===== src/rtl/fabric_config_frame_loader_if.sv =====
// Word-stream interface feeding the fabric configuration frame loader.
// The master drives s_data/s_valid; the loader (slave) drives s_ready.
interface fabric_config_frame_loader_if #(
  parameter int FRAME_BITS = 32
);
  logic [FRAME_BITS-1:0] s_data;
  logic                  s_valid;
  logic                  s_ready;

  modport master (output s_data, output s_valid, input s_ready);
  modport slave  (input s_data, input s_valid, output s_ready);
endinterface


===== src/rtl/fabric_config_frame_loader.sv =====
// Fabric configuration frame loader.
// Takes a header word (8'hFA sync, column, frame count) followed by frame words
// and writes each frame into the config latch array with a
// setup / strobe / hold sequence, so latch D inputs and the column select never
// move while any latch enable is high.
// Optional build macro: CFG_CRC_EN adds a trailer word that must equal the
// XOR of all frame words of the load; a mismatch sets the sticky crc_err.
module fabric_config_frame_loader #(
  parameter int FRAME_BITS     = 32,
  parameter int FRAMES_PER_COL = 20,
  parameter int NUM_COLUMNS    = 8,
  parameter int STROBE_CYCLES  = 2
) (
  input  logic                      CLK,
  input  logic                      RESET,
  fabric_config_frame_loader_if.slave s_if,
  output logic [FRAME_BITS-1:0]     FrameData,
  output logic [NUM_COLUMNS-1:0]    ColSelect,
  output logic [FRAMES_PER_COL-1:0] FrameStrobe,
  output logic                      busy,
  output logic                      done,
  output logic                      hdr_err,
  output logic                      crc_err
);

  localparam int SCW = $clog2(STROBE_CYCLES + 1);
  localparam logic [8:0]  LP_NCOL = 9'(NUM_COLUMNS);
  localparam logic [16:0] LP_NFRM = 17'(FRAMES_PER_COL);

  typedef enum logic [2:0] {
    ST_IDLE,
    ST_WAIT_WORD,
    ST_SETUP,
    ST_STROBE,
    ST_HOLD,
    ST_CHECK,
    ST_FINISH
  } state_t;

  state_t                    r_state;
  state_t                    w_next;
  logic [7:0]                r_col;
  logic [15:0]               r_n;
  logic [15:0]               r_idx;
  logic [SCW-1:0]            r_scnt;
  logic [FRAME_BITS-1:0]     r_frame_data;
  logic [NUM_COLUMNS-1:0]    r_col_sel;
  logic [FRAMES_PER_COL-1:0] r_frame_strobe;
  logic                      r_hdr_err;

  logic       w_ready;
  logic       w_xfer;
  logic       w_hdr_ok;
  logic       w_last_frame;
  logic       w_strobe_last;
  logic [7:0] w_hdr_sync;
  logic [7:0] w_hdr_col;
  logic [15:0] w_hdr_n;

  // Header fields always live in the low 32 bits of the word.
  assign w_hdr_sync = s_if.s_data[31:24];
  assign w_hdr_col  = s_if.s_data[23:16];
  assign w_hdr_n    = s_if.s_data[15:0];
  assign w_hdr_ok   = (w_hdr_sync == 8'hFA) && ({1'b0, w_hdr_col} < LP_NCOL) &&
                      (w_hdr_n != 16'd0) && ({1'b0, w_hdr_n} <= LP_NFRM);

  // Ready depends on state only, never on s_valid.
  assign w_ready       = (r_state == ST_IDLE) || (r_state == ST_WAIT_WORD) ||
                         (r_state == ST_CHECK);
  assign w_xfer        = s_if.s_valid & w_ready;
  assign w_last_frame  = (r_idx == r_n - 16'd1);
  assign w_strobe_last = (r_scnt == SCW'(STROBE_CYCLES - 1));

  assign s_if.s_ready = w_ready;
  assign FrameData    = r_frame_data;
  assign ColSelect    = r_col_sel;
  assign FrameStrobe  = r_frame_strobe;
  assign busy         = (r_state != ST_IDLE);
  assign done         = (r_state == ST_FINISH);
  assign hdr_err      = r_hdr_err;

  // State register.
  always_ff @(posedge CLK or posedge RESET) begin
    // NOTE: flops use non-blocking assignments so every register samples pre-edge values.
    if (RESET) r_state <= ST_IDLE;
    else       r_state <= w_next;
  end

  // Next-state decode.
  always_comb begin
    // NOTE: default first so every path assigns w_next and no latch is inferred.
    w_next = r_state;
    case (r_state)
      ST_IDLE:      if (w_xfer && w_hdr_ok) w_next = ST_WAIT_WORD;
      ST_WAIT_WORD: if (w_xfer) w_next = ST_SETUP;
      ST_SETUP:     w_next = ST_STROBE;
      ST_STROBE:    if (w_strobe_last) w_next = ST_HOLD;
      ST_HOLD: begin
        if (!w_last_frame) w_next = ST_WAIT_WORD;
`ifdef CFG_CRC_EN
        else               w_next = ST_CHECK;
`else
        else               w_next = ST_FINISH;
`endif
      end
      ST_CHECK:     if (w_xfer) w_next = ST_FINISH;
      ST_FINISH:    w_next = ST_IDLE;
      default:      w_next = ST_IDLE;
    endcase
  end

  // Header capture, frame index, strobe timing and the registered latch-side outputs.
  always_ff @(posedge CLK or posedge RESET) begin
    if (RESET) begin
      r_col          <= '0;
      r_n            <= '0;
      r_idx          <= '0;
      r_scnt         <= '0;
      r_frame_data   <= '0;
      r_col_sel      <= '0;
      r_frame_strobe <= '0;
      r_hdr_err      <= 1'b0;
    end else begin
      if ((r_state == ST_IDLE) && w_xfer) begin
        if (w_hdr_ok) begin
          r_col <= w_hdr_col;
          r_n   <= w_hdr_n;
          r_idx <= '0;
        end else begin
          r_hdr_err <= 1'b1;
        end
      end

      if ((r_state == ST_WAIT_WORD) && w_xfer) begin
        r_frame_data <= s_if.s_data;
        r_col_sel    <= NUM_COLUMNS'(1) << r_col;
      end

      if ((r_state == ST_HOLD) && !w_last_frame) r_idx <= r_idx + 16'd1;

      if (r_state == ST_STROBE) r_scnt <= r_scnt + SCW'(1);
      else                      r_scnt <= '0;

      // Strobe is a flop driven from the next state, so it is glitch-free and
      // high exactly for the STROBE cycles.
      r_frame_strobe <= (w_next == ST_STROBE) ? (FRAMES_PER_COL'(1) << r_idx) : '0;

      if (w_next == ST_FINISH) begin
        r_frame_data <= '0;
        r_col_sel    <= '0;
      end
    end
  end

`ifdef CFG_CRC_EN
  logic [FRAME_BITS-1:0] r_crc;
  logic                  r_crc_err;

  // Running XOR of the frame words, compared against the trailer word.
  always_ff @(posedge CLK or posedge RESET) begin
    if (RESET) begin
      r_crc     <= '0;
      r_crc_err <= 1'b0;
    end else begin
      if ((r_state == ST_IDLE) && w_xfer && w_hdr_ok)   r_crc <= '0;
      else if ((r_state == ST_WAIT_WORD) && w_xfer)     r_crc <= r_crc ^ s_if.s_data;
      if ((r_state == ST_CHECK) && w_xfer && (s_if.s_data != r_crc)) r_crc_err <= 1'b1;
    end
  end

  assign crc_err = r_crc_err;
`else
  assign crc_err = 1'b0;
`endif

endmodule


===== src/flat_wrapper.sv =====
// flat-port wrapper written by rule: the top's interface ports become plain ports
module fabric_config_frame_loader_flat 
#(
  parameter int FRAME_BITS     = 32,
  parameter int FRAMES_PER_COL = 20,
  parameter int NUM_COLUMNS    = 8,
  parameter int STROBE_CYCLES  = 2
)
  (CLK, RESET, FrameData, ColSelect, FrameStrobe, busy, done, hdr_err, crc_err, s_if_s_data, s_if_s_valid, s_if_s_ready);
  fabric_config_frame_loader_if #(.FRAME_BITS(FRAME_BITS)) s_if_i ();
  input  logic CLK;
  input  logic RESET;
  output logic [FRAME_BITS-1:0] FrameData;
  output logic [NUM_COLUMNS-1:0] ColSelect;
  output logic [FRAMES_PER_COL-1:0] FrameStrobe;
  output logic busy;
  output logic done;
  output logic hdr_err;
  output logic crc_err;
  input wire logic [$bits(s_if_i.s_data)-1:0] s_if_s_data;
  input wire logic [$bits(s_if_i.s_valid)-1:0] s_if_s_valid;
  output wire logic [$bits(s_if_i.s_ready)-1:0] s_if_s_ready;
  assign s_if_i.s_data = s_if_s_data;
  assign s_if_i.s_valid = s_if_s_valid;
  assign s_if_s_ready = s_if_i.s_ready;
  fabric_config_frame_loader #(.FRAME_BITS(FRAME_BITS), .FRAMES_PER_COL(FRAMES_PER_COL), .NUM_COLUMNS(NUM_COLUMNS), .STROBE_CYCLES(STROBE_CYCLES)) u_core (.CLK(CLK), .RESET(RESET), .s_if(s_if_i), .FrameData(FrameData), .ColSelect(ColSelect), .FrameStrobe(FrameStrobe), .busy(busy), .done(done), .hdr_err(hdr_err), .crc_err(crc_err));
endmodule

===== config.mk =====
export PLATFORM = sky130hd
export DESIGN_NAME = fabric_config_frame_loader_flat
export DESIGN_NICKNAME = d
export VERILOG_FILES = /design/src/rtl/fabric_config_frame_loader_if.sv /design/src/rtl/fabric_config_frame_loader.sv /design/src/flat_wrapper.sv
export SDC_FILE = /design/constraint.sdc
export NUM_CORES = 1
export LEC_CHECK = 0
export CAP_MARGIN = 40
export CORE_MARGIN = 3
export CORE_UTILIZATION = 52
export DETAILED_ROUTE_END_ITERATION = 8
export PLACE_DENSITY_LB_ADDON = 0.15
export SLEW_MARGIN = 0
export SYNTH_ARGS = -nofsm -noshare
export SYNTH_HDL_FRONTEND = slang
export SYNTH_SLANG_ARGS = --single-unit

===== constraint.sdc =====
create_clock -name CLK -period 4.8 [get_ports CLK]
set_input_delay 0.96 -clock CLK [delete_from_list [all_inputs] [get_ports CLK]]
set_output_delay 0.96 -clock CLK [all_outputs]
set_load 0.01 [all_outputs]

* Word level (Yosys, flattened, before mapping)
Cells that the tools add are included. Widths: inputs -> output; s select.
Storage, ports and cells: flip-flop bits (word level) 106, input bits 35, output and inout bits 65, word-level logic and storage cells 63
Operators by class: add/sub/neg operators 3, order comparisons 2, equal/unequal tests 11, shifts and indexed selects 2, muxes and demuxes 15, bitwise gates (word level) 2, reduce and logical (&&, ||, !) cells 19
Operators by type and width (count):
- $mux 32 | 2
- $mux 16 | 3
- $mux 20 | 1
- $shl 1x16->20 const A | 1
- $pmux 3 s6 | 1
- $add 16x1->16 const B | 1
- $eq 16x16->1 | 1
- $le 16x5->1 const B | 1
- $mux 8 | 2
- $reduce_bool 16->1 | 1
- $sub 16x1->16 const B | 1
- $mux 3 | 5
- $eq 3x3->1 const B | 4
- $eq 3x2->1 const B | 3
- $eq 8x8->1 const B | 1
- $lt 8x4->1 const B | 1
- $shl 1x8->8 const A | 1
- $logic_and 1x1->1 | 7
- $reduce_and 2->1 | 3
- $reduce_bool 2->1 | 3
- $eq 3x1->1 const B | 1
- $logic_not 3->1 | 1
- $reduce_bool 3->1 | 1
- $add 2x1->2 const B | 1
- other kinds (6) | 7

* Depth between registers and ports, before layout
Gate-level depths: netlist of run 1.
depth in word-level cells 9, depth in mapped cells 11, depth with buffers taken out 9

* Worst setup path before layout of run 1
No wires, ideal clock.
kind register -> register, from reg u_core.r_n[0], to reg u_core.r_idx[5], setup time 0.120 ns, arrival 2.937 ns, data required time 4.680 ns, path slack 1.744 ns, cell stages (with the launch flop) 12, buffers on the path 2, period minus slack after synthesis 3.056 ns, path through dfrtp_1 -> inv_1 -> ha_1 -> or4b_1 -> nor3_1 -> mux2i_1 -> o31ai_1 -> a2111oi_4 -> buf_4 -> or2b_4 -> buf_6 -> a31o_1
On the way: word-level cells in the longest chain between the ends 6, elaborated cells on any way between the ends 8, those cells by class add/sub: 1; eq/ne: 1; mux: 1; reduce/logical: 5
RTL lines:
- start: declaration | line fabric_config_frame_loader.sv:43 | logic [15:0] r_n;
- start signal: assignment | line fabric_config_frame_loader.sv:127 | r_n <= w_hdr_n;
- $sub 16x1->16 (*) | line fabric_config_frame_loader.sv:71 | assign w_last_frame = (r_idx == r_n - 16'd1);
- $eq 16x16->1 (*) | line fabric_config_frame_loader.sv:71
- $logic_not 1->1 (*)
- $logic_and 1x1->1 (*) | line fabric_config_frame_loader.sv:139 | if ((r_state == ST_HOLD) && !w_last_frame) r_idx <= r_idx + 16'd1;
- $reduce_bool 2->1 (no line)
- $reduce_and 2->1 (no line)
- end signal: assignment | line fabric_config_frame_loader.sv:139
- end: declaration | line fabric_config_frame_loader.sv:44 | logic [15:0] r_idx;
Mark *: on every way between the ends. The rest lies on a longest branch, timed or not. A chain may end at the register's enable or synchronous reset.

* Worst setup path in the final report of run 1
from reg u_core.r_n[0], to reg u_core.r_col_sel[5] (netlist: u_core.ColSelect[5])
On the way: word-level cells in the longest chain between the ends 6, elaborated cells on any way between the ends 7, those cells by class add/sub: 1; eq/ne: 2; mux: 3; reduce/logical: 1
RTL lines:
- $sub 16x1->16 (*) | line fabric_config_frame_loader.sv:71
- $eq 16x16->1 (*) | line fabric_config_frame_loader.sv:71
- $mux 3 (*) | line fabric_config_frame_loader.sv:99 | if (!w_last_frame) w_next = ST_WAIT_WORD;
- $pmux 3 s6 (*) | line fabric_config_frame_loader.sv:93 | case (r_state)
- $eq 3x3->1 (*) | line fabric_config_frame_loader.sv:148 | if (w_next == ST_FINISH) begin
- $mux 8 / $reduce_bool 2->1 (equally long branches)
- end signal: assignment | line fabric_config_frame_loader.sv:136 | r_col_sel <= NUM_COLUMNS'(1) << r_col;
- end: declaration | line fabric_config_frame_loader.sv:47 | logic [NUM_COLUMNS-1:0] r_col_sel;
Marked as above.

==> flow_summary_export.csv, run 1 <==
group,metric,value,unit
setup_path,critPathMaxStageDelay,760,ps
cts,cts-root-buf,"clkbuf_8",
routing,vias,4134,
setup_path,crit_top_cell,"nor3_1",
setup_path,cpMaxStageDelayCell,"a2111oi_4",
layout,drive_above_1_share,7.01,%
synthesis,synth_top_flop_cell,"dfrtp_1",
layout,layout.nets,618,
cts,htree_levels,3,
cts,hold_buffers,0,
global_routing,grt_overflow,0,
power_and_ir_drop,internal-power,1.82,mW
global_routing,grt_pass1_wl,20300,um
floorplan,core,9460,um^2
layout,seq_area,2650,um^2
sta,slew_headroom,45.3,%
synthesis,synthTopCellsByArea,"dfrtp_1 (51%), mux2i_1 (7.1%), nor3_1 (5.6%)",
synthesis,syn_area_per_cell,10.4,um^2
min_path,worstHoldStart,"u_core.r_scnt[0]",
sta,hold_violations,0,
layout,final_util,68.5,%
flow_run,drv_cap,0,
synthesis,synthSimpleGateAreaFrac,23.3,%
global_routing,grtUsageTotal,22.3,%
routing,top_layer_used,"met4",
sta,finalSetupViolCount,0,
min_path,holdPathEnd,"u_core.r_scnt[0]",
floorplan,pin_count,100,
power_and_ir_drop,power.leakage,2.76,nW
setup_path,cp_cell_sequence,"inv_1 > ha_1 > or4b_1 > nor3_1 > mux2i_1 > o31ai_1 > a2111oi_4 > and2_1 > buf_4 > nor3_1",
floorplan,num_rows,35,
routing,avgRoutedWirePerCell,16.8,um
routing,met3_length,977,um
cts,clk_latency,380,ps
synthesis,synthXorXnorAreaFrac,3.80,%
routing,detail_route.first_pass.iterations,4,
sta,timing.final.crit_share,79.3,%
sta,period_needed,3810,ps
synthesis,synthCells,499,
power_and_ir_drop,power.share.clock,20.2,%
min_path,hp-class,"register to register",
setup_path,cp.arrival,4050,ps
setup_path,cp_num_buf_inv,2,
routing,drc,0,
synthesis,netlist_area,5200,um^2
sta,rsz0062_at_grt,"false",
synthesis,yosys_warnings,0,
floorplan,fp.dieArea,11200,um^2
setup_path,crit_family,"simple AND/OR/NAND/NOR gates",
setup_path,reg2reg_slack,990,ps
setup_path,path_depth,10,
floorplan,initial_utilization,54.9,%
synthesis,syn_nets,537,
layout,area_growth,24.6,%
placement,gp_congestion,0.850,
synthesis,yosysMostFrequentCell,"dfrtp_1",
status,status,"finished, final reports clean",
layout,n_fill_cell,743,
cts,clockBufferDepth,2,
power_and_ir_drop,power_switching,941,uW
setup_path,r2r_cells,10,
sta,slew_violations,0,
routing,wl_met1,5270,um
synthesis,synth.top_cell.area_share,51.0,%
power_and_ir_drop,power_frac_seq,46.1,%
cts,clk_pin_slew,110,ps
sta,clock_skew,15.7,ps
cts,cts_made_buffers,9,
power_and_ir_drop,vdd_drop_max,0.339,mV
setup_path,required,5050,ps
setup_path,cp-end-kind,"register",
synthesis,ys_async_sr_fraction,100,%
cts,cts_tree,"yes",
floorplan,die_h,106,um
synthesis,synth_top_family_by_area,"simple AND/OR/NAND/NOR gates",
synthesis,synth_common_cells,"dfrtp_1 (106), nor3_1 (58), mux2i_1 (37)",
synthesis,muxShareOfSynthArea,8.86,%
cts,cts_sinks,106,
layout,multi_input_area,2340,um^2
setup_path,reg2reg_to,"u_core.ColSelect[5]",
power_and_ir_drop,p_sw_share,34.0,%
synthesis,synthAdderAreaFrac,0.722,%
sta,setup_tns,0,ps
floorplan,chipWidth,106,um
setup_path,start_kind,"register",
cts,ctsResizeCount,0,
power_and_ir_drop,p_comb_share,33.7,%
synthesis,synth_compound_area_share,8.21,%
setup_path,rr_startpoint,"u_core.r_n[0]",
global_routing,grt_pass1_vias,4027,
routing,routed_via_density,5.79,
global_routing,grt_max_degree,71,
synthesis,ys_ff_latch,106,
setup_path,cp_max_fo,41,
routing,drtIter0Drc,207,
synthesis,synth-edff-count,0,
routing,route.met2.wl,5620,um
sta,fmax,0.263,GHz
routing,drt_wl_total,12000,um
min_path,min_path_cells,1,
placement,io_buffers,98,
routing,antenna_left,0,
layout,num_antenna_cells,0,
sta,worstMarginPinSlew,821,ps
global_routing,antenna_found_initial,0,
power_and_ir_drop,powerDensity,427,nW/um^2
synthesis,netlist-cell-type-count,60,
cts,cts_setup_buffers,0,
placement,dp.final_hpwl,8520,um
setup_path,criticalPathCategory,"register to register",
synthesis,ys_seq_area_share,51.0,%
synthesis,synth.largest_area_cell,"dfrtp_1",
[worst register-to-register path: stages, from the launching register on]
cell and delay, ps:
dfrtp_1 470, inv_1 90, ha_1 240, or4b_1 550
nor3_1 440, mux2i_1 230, o31ai_1 130, a2111oi_4 760
and2_1 240, buf_4 390, nor3_1 140
[layout make-up]
cell class                      count  area share, %
Tap cell                          129           2.49
Multi-Input combinational cell    345           36.2
Clock buffer                       11           2.03
Inverter                           13          0.792
Timing Repair Buffer              105           16.6
Clock inverter                      5          0.966
Sequential cell                   106           41.0
[sequential cells by signal, summed over array words and instances (netlist names)]
register	cells
u_core.ColSelect	8
u_core.FrameData	32
u_core.FrameStrobe	20
u_core.hdr_err	1
u_core.r_col	8
u_core.r_idx	16
u_core.r_n	16
u_core.r_scnt	2
u_core.r_state	3
[metrics by stage]
step	cell area, um^2	instances	hold slack, ps	power (mW)	worst slack (ps)
2_1_floorplan	5200	499	410	1.75	1050
3_3_place_gp	6230	696	422	2.19	1110
3_5_place_dp	6280	698	430	2.22	1030
4_1_cts	6470	714	443	2.79	1030
5_1_grt	6470	714	463	2.94	707
6_report	6470	714	441	2.77	995
[power by group through the flow]
| stage | registers (mW) | logic (mW) | clock network (mW) |
|---|---|---|---|
| finish | 1.28 | 0.933 | 0.557 |
| global route | 1.31 | 1.03 | 0.607 |
| CTS | 1.27 | 0.943 | 0.572 |
| detailed placement | 1.28 | 0.940 | 0 |
| global placement | 1.28 | 0.910 | 0 |
| floorplan | 1.26 | 0.493 | 0 |
[logic make-up (layout without fill, tap and decap cells)]
logic type,count (synthesis),after routing
flip-flops,106,106
AND/OR/NAND/NOR,218,218
multiplexers,45,45
adder cells (fa/ha/maj),3,3
other,1,1
buffers and inverters,48,134
XOR/XNOR,21,21
AO/OA/AOI/OAI,57,57
[routing by layer]
metal | vias to the layer above | GRT usage (%)
met4 | 0 | 5.92
met3 | 18 | 7.47
met1 | 2008 | 29.8
met2 | 146 | 35.2
met5 | - | 0
li1 | 1962 | -
[layout by cell type, fill, tap and decap left out, drive strengths merged, types with 2 or more instances in the layout]
master,netlist,layout
and3,5,5
xor2,6,6
or2,7,7
dfrtp,106,106
o221ai,2,2
nor4,18,18
a22oi,8,8
a31o,6,6
mux2,8,8
o21ai,12,12
inv,12,14
nor2,25,25
nand4,7,7
and2,19,19
clkinv,1,2
mux2i,37,37
o21a,2,2
nor4b,5,5
a31oi,2,2
nand3,8,8
buf,9,7
clkbuf,26,11
clkdlybuf4s50,0,98
nor3b,5,5
a211oi,4,4
and4b,2,2
or3,7,7
xnor2,14,14
o211ai,5,5
nand2,30,30
ha,3,3
nand3b,4,4
or4,8,8
nor3,58,58
nand2b,4,4
a21oi,5,5
[worst max-delay path by stage]
| stage | start | end |
|---|---|---|
| floorplan | RESET | u_core.ColSelect[0] |
| global placement | s_if_s_data[6] | u_core.r_idx[3] |
| detailed placement | u_core.r_n[5] | u_core.ColSelect[5] |
| CTS | u_core.r_n[5] | u_core.FrameData[15] |
| global route | u_core.r_n[0] | u_core.FrameData[27] |
| finish | u_core.r_n[0] | u_core.ColSelect[5] |
Note: power is estimated with default switching activity, not from simulation.
==> inputs of run 2 (changes only) <==
--- a/config.mk
+++ b/config.mk
@@ -7,7 +7,7 @@
 export LEC_CHECK = 0
 export CAP_MARGIN = 40
 export CORE_MARGIN = 3
-export CORE_UTILIZATION = 52
+export CORE_UTILIZATION = 47
 export DETAILED_ROUTE_END_ITERATION = 8
 export PLACE_DENSITY_LB_ADDON = 0.15
 export SLEW_MARGIN = 0
==> constraint.sdc (replaced) <==
create_clock -name CLK -period 3.4 [get_ports CLK]
set_input_delay 0.68 -clock CLK [delete_from_list [all_inputs] [get_ports CLK]]
set_output_delay 0.68 -clock CLK [all_outputs]
set_load 0.01 [all_outputs]
==> run 2 against run 1 <==
Compared with the run above:
- power is 40% higher
- design area is 0.31% higher
- hold slack better by 7.8 ps
- setup slack worse by 870 ps
- clock skew hardly changed
- clock power is 34% higher
- critical path depth is 2 lower
- flip-flop and latch count stayed put
- fmax is 16% higher
- combinational power is 40% higher
- largest cell class unchanged
- highest routed layer unchanged
==> flow_summary_export.csv, run 2 (synthesis results as in run 1) <==
group,metric,value,unit
routing,vias,4116,
layout,mostFrequentLayoutCells,"dfrtp_1 (105), clkdlybuf4s50_1 (98), nor3_1 (56), mux2i_1 (37), nand2_1 (30)",
sta,setup_ws,126,ps
setup_path,cpMaxStageDelayCell,"or4_4",
cts,hold_buffers,0,
sta,setup_tns,0,ps
placement,io_buffers,98,
sta,slew_headroom,62.3,%
placement,gp_congestion,0.882,
routing,detail_route.first_pass.iterations,4,
setup_path,cp.arrival,3510,ps
layout,n_fill_cell,895,
routing,avgRoutedWirePerCell,16.8,um
cts,clk_latency,370,ps
power_and_ir_drop,power.share.clock,19.3,%
sta,worstMarginPinSlew,566,ps
layout,layout.nets,619,
floorplan,num_rows,37,
sta,fmax,0.305,GHz
global_routing,grtUsageTotal,19.9,%
floorplan,initial_utilization,49.2,%
power_and_ir_drop,power_switching,1.35,mW
power_and_ir_drop,p_comb_share,34.0,%
global_routing,grt_pass1_wl,20500,um
cts,cts_setup_buffers,0,
setup_path,r2r_cells,8,
global_routing,grt_pass1_vias,4204,
cts,cts_sinks,106,
routing,drc,0,
layout,final_util,61.5,%
setup_path,cp_cell_sequence,"or4_4 > or4_4 > o31a_1 > a2111o_1 > a2111oi_4 > and2_1 > buf_12 > nor3_1",
setup_path,critPathMaxStageDelay,570,ps
sta,clock_skew,15.5,ps
setup_path,required,3630,ps
layout,area_growth,25.0,%
cts,clk_pin_slew,110,ps
cts,cts_tree,"yes",
setup_path,cp-end-kind,"register",
setup_path,cp_max_fo,41,
layout,largest_reg_flops,32,
layout,drive_above_1_share,7.68,%
sta,finalSetupViolCount,0,
min_path,min_path_cells,1,
floorplan,pin_count,100,
cts,htree_levels,3,
layout,seq_area,2650,um^2
floorplan,die_h,111,um
placement,dp_slack,65.2,ps
min_path,hp-class,"register to register",
routing,antenna_left,0,
power_and_ir_drop,power.leakage,2.76,nW
global_routing,grt_overflow,0,
power_and_ir_drop,vdd_drop_max,0.346,mV
sta,timing.final.crit_share,96.3,%
status,status,"finished, final reports clean",
routing,routed_via_density,5.70,
layout,multi_input_area,2350,um^2
cts,cts_made_buffers,9,
cts,cts-root-buf,"clkbuf_8",
power_and_ir_drop,p_sw_share,35.0,%
floorplan,chipWidth,111,um
power_and_ir_drop,internal-power,2.51,mW
power_and_ir_drop,powerDensity,595,nW/um^2
floorplan,core,10600,um^2
sta,slew_violations,0,
setup_path,criticalPathCategory,"register to register",
sta,period_needed,3270,ps
layout,stdcell_area,6490,um^2
setup_path,crit_top_cell,"or4_4",
floorplan,fp.dieArea,12400,um^2
global_routing,antenna_found_initial,0,
routing,drt_wl_total,12100,um
global_routing,grt_max_degree,107,
power_and_ir_drop,power_frac_seq,46.7,%
setup_path,start_kind,"register",
layout,num_antenna_cells,0,
placement,placed_area,6290,um^2
sta,rsz0062_at_grt,"false",
cts,clockBufferDepth,2,
placement,dp.final_hpwl,8330,um
cts,ctsResizeCount,0,
routing,drtIter0Drc,220,
flow_run,drv_cap,0,
sta,hold_violations,0,
layout,layout_commonest_cell,"dfrtp_1",
[run 2: cell type report]
type / instances / area share (%)
sequential: 106 / 40.9
multi-input combinational: 345 / 36.2
timing repair buffer: 106 / 16.6
tap: 136 / 2.62
clock buffer: 10 / 1.96
clock inverter: 6 / 0.944
inverter: 13 / 0.809
[run 2: metal layers]
layer  track usage, %  up-vias  share of wire [%]
met1             27.5     2005                 46
met4             5.19        0                1.4
met2             31.3      127                 46
met3             5.35       12                6.7
li1                 -     1972                  -
met5                0        -                  0
[run 2: worst paths after layout]
check / startpoint / end / slack, ps
min: u_core.r_scnt[0] / u_core.r_scnt[0] / 450
max in group asynchronous: RESET / u_core.FrameData[8] / 2170
min in group asynchronous: RESET / u_core.r_col[7] / 800
max reg2reg: u_core.r_n[5] / u_core.FrameData[7] / 130
min reg2reg: u_core.r_scnt[0] / u_core.r_scnt[0] / 450
max: u_core.r_n[5] / u_core.FrameData[7] / 130
[run 2: critical path: cells and delay by family, from the launching register on]
kind,cells,cell delay [ps]
AND/OR/NAND/NOR,4,1430
AO/OA/AOI/OAI,3,1010
flip-flops,1,460
buffers and inverters,1,220
[run 2: power by group through the flow]
| stage | Clock [mW] | Combinational (mW) | Sequential, mW |
|---|---|---|---|
| 2_1_floorplan | 0 | 0.697 | 1.78 |
| 3_3_place_gp | 0 | 1.29 | 1.80 |
| 3_5_place_dp | 0 | 1.32 | 1.81 |
| 4_1_cts | 0.765 | 1.33 | 1.80 |
| 5_1_grt | 0.817 | 1.44 | 1.84 |
| 6_report | 0.746 | 1.31 | 1.80 |
[run 2: stage by stage]
step                power [mW]  instances  hold slack, ps
finish                    3.86        722             449
floorplan                 2.47        499             410
global placement          3.10        705             421
CTS                       3.89        722             451
detailed placement        3.13        706             436
global route              4.10        722             464
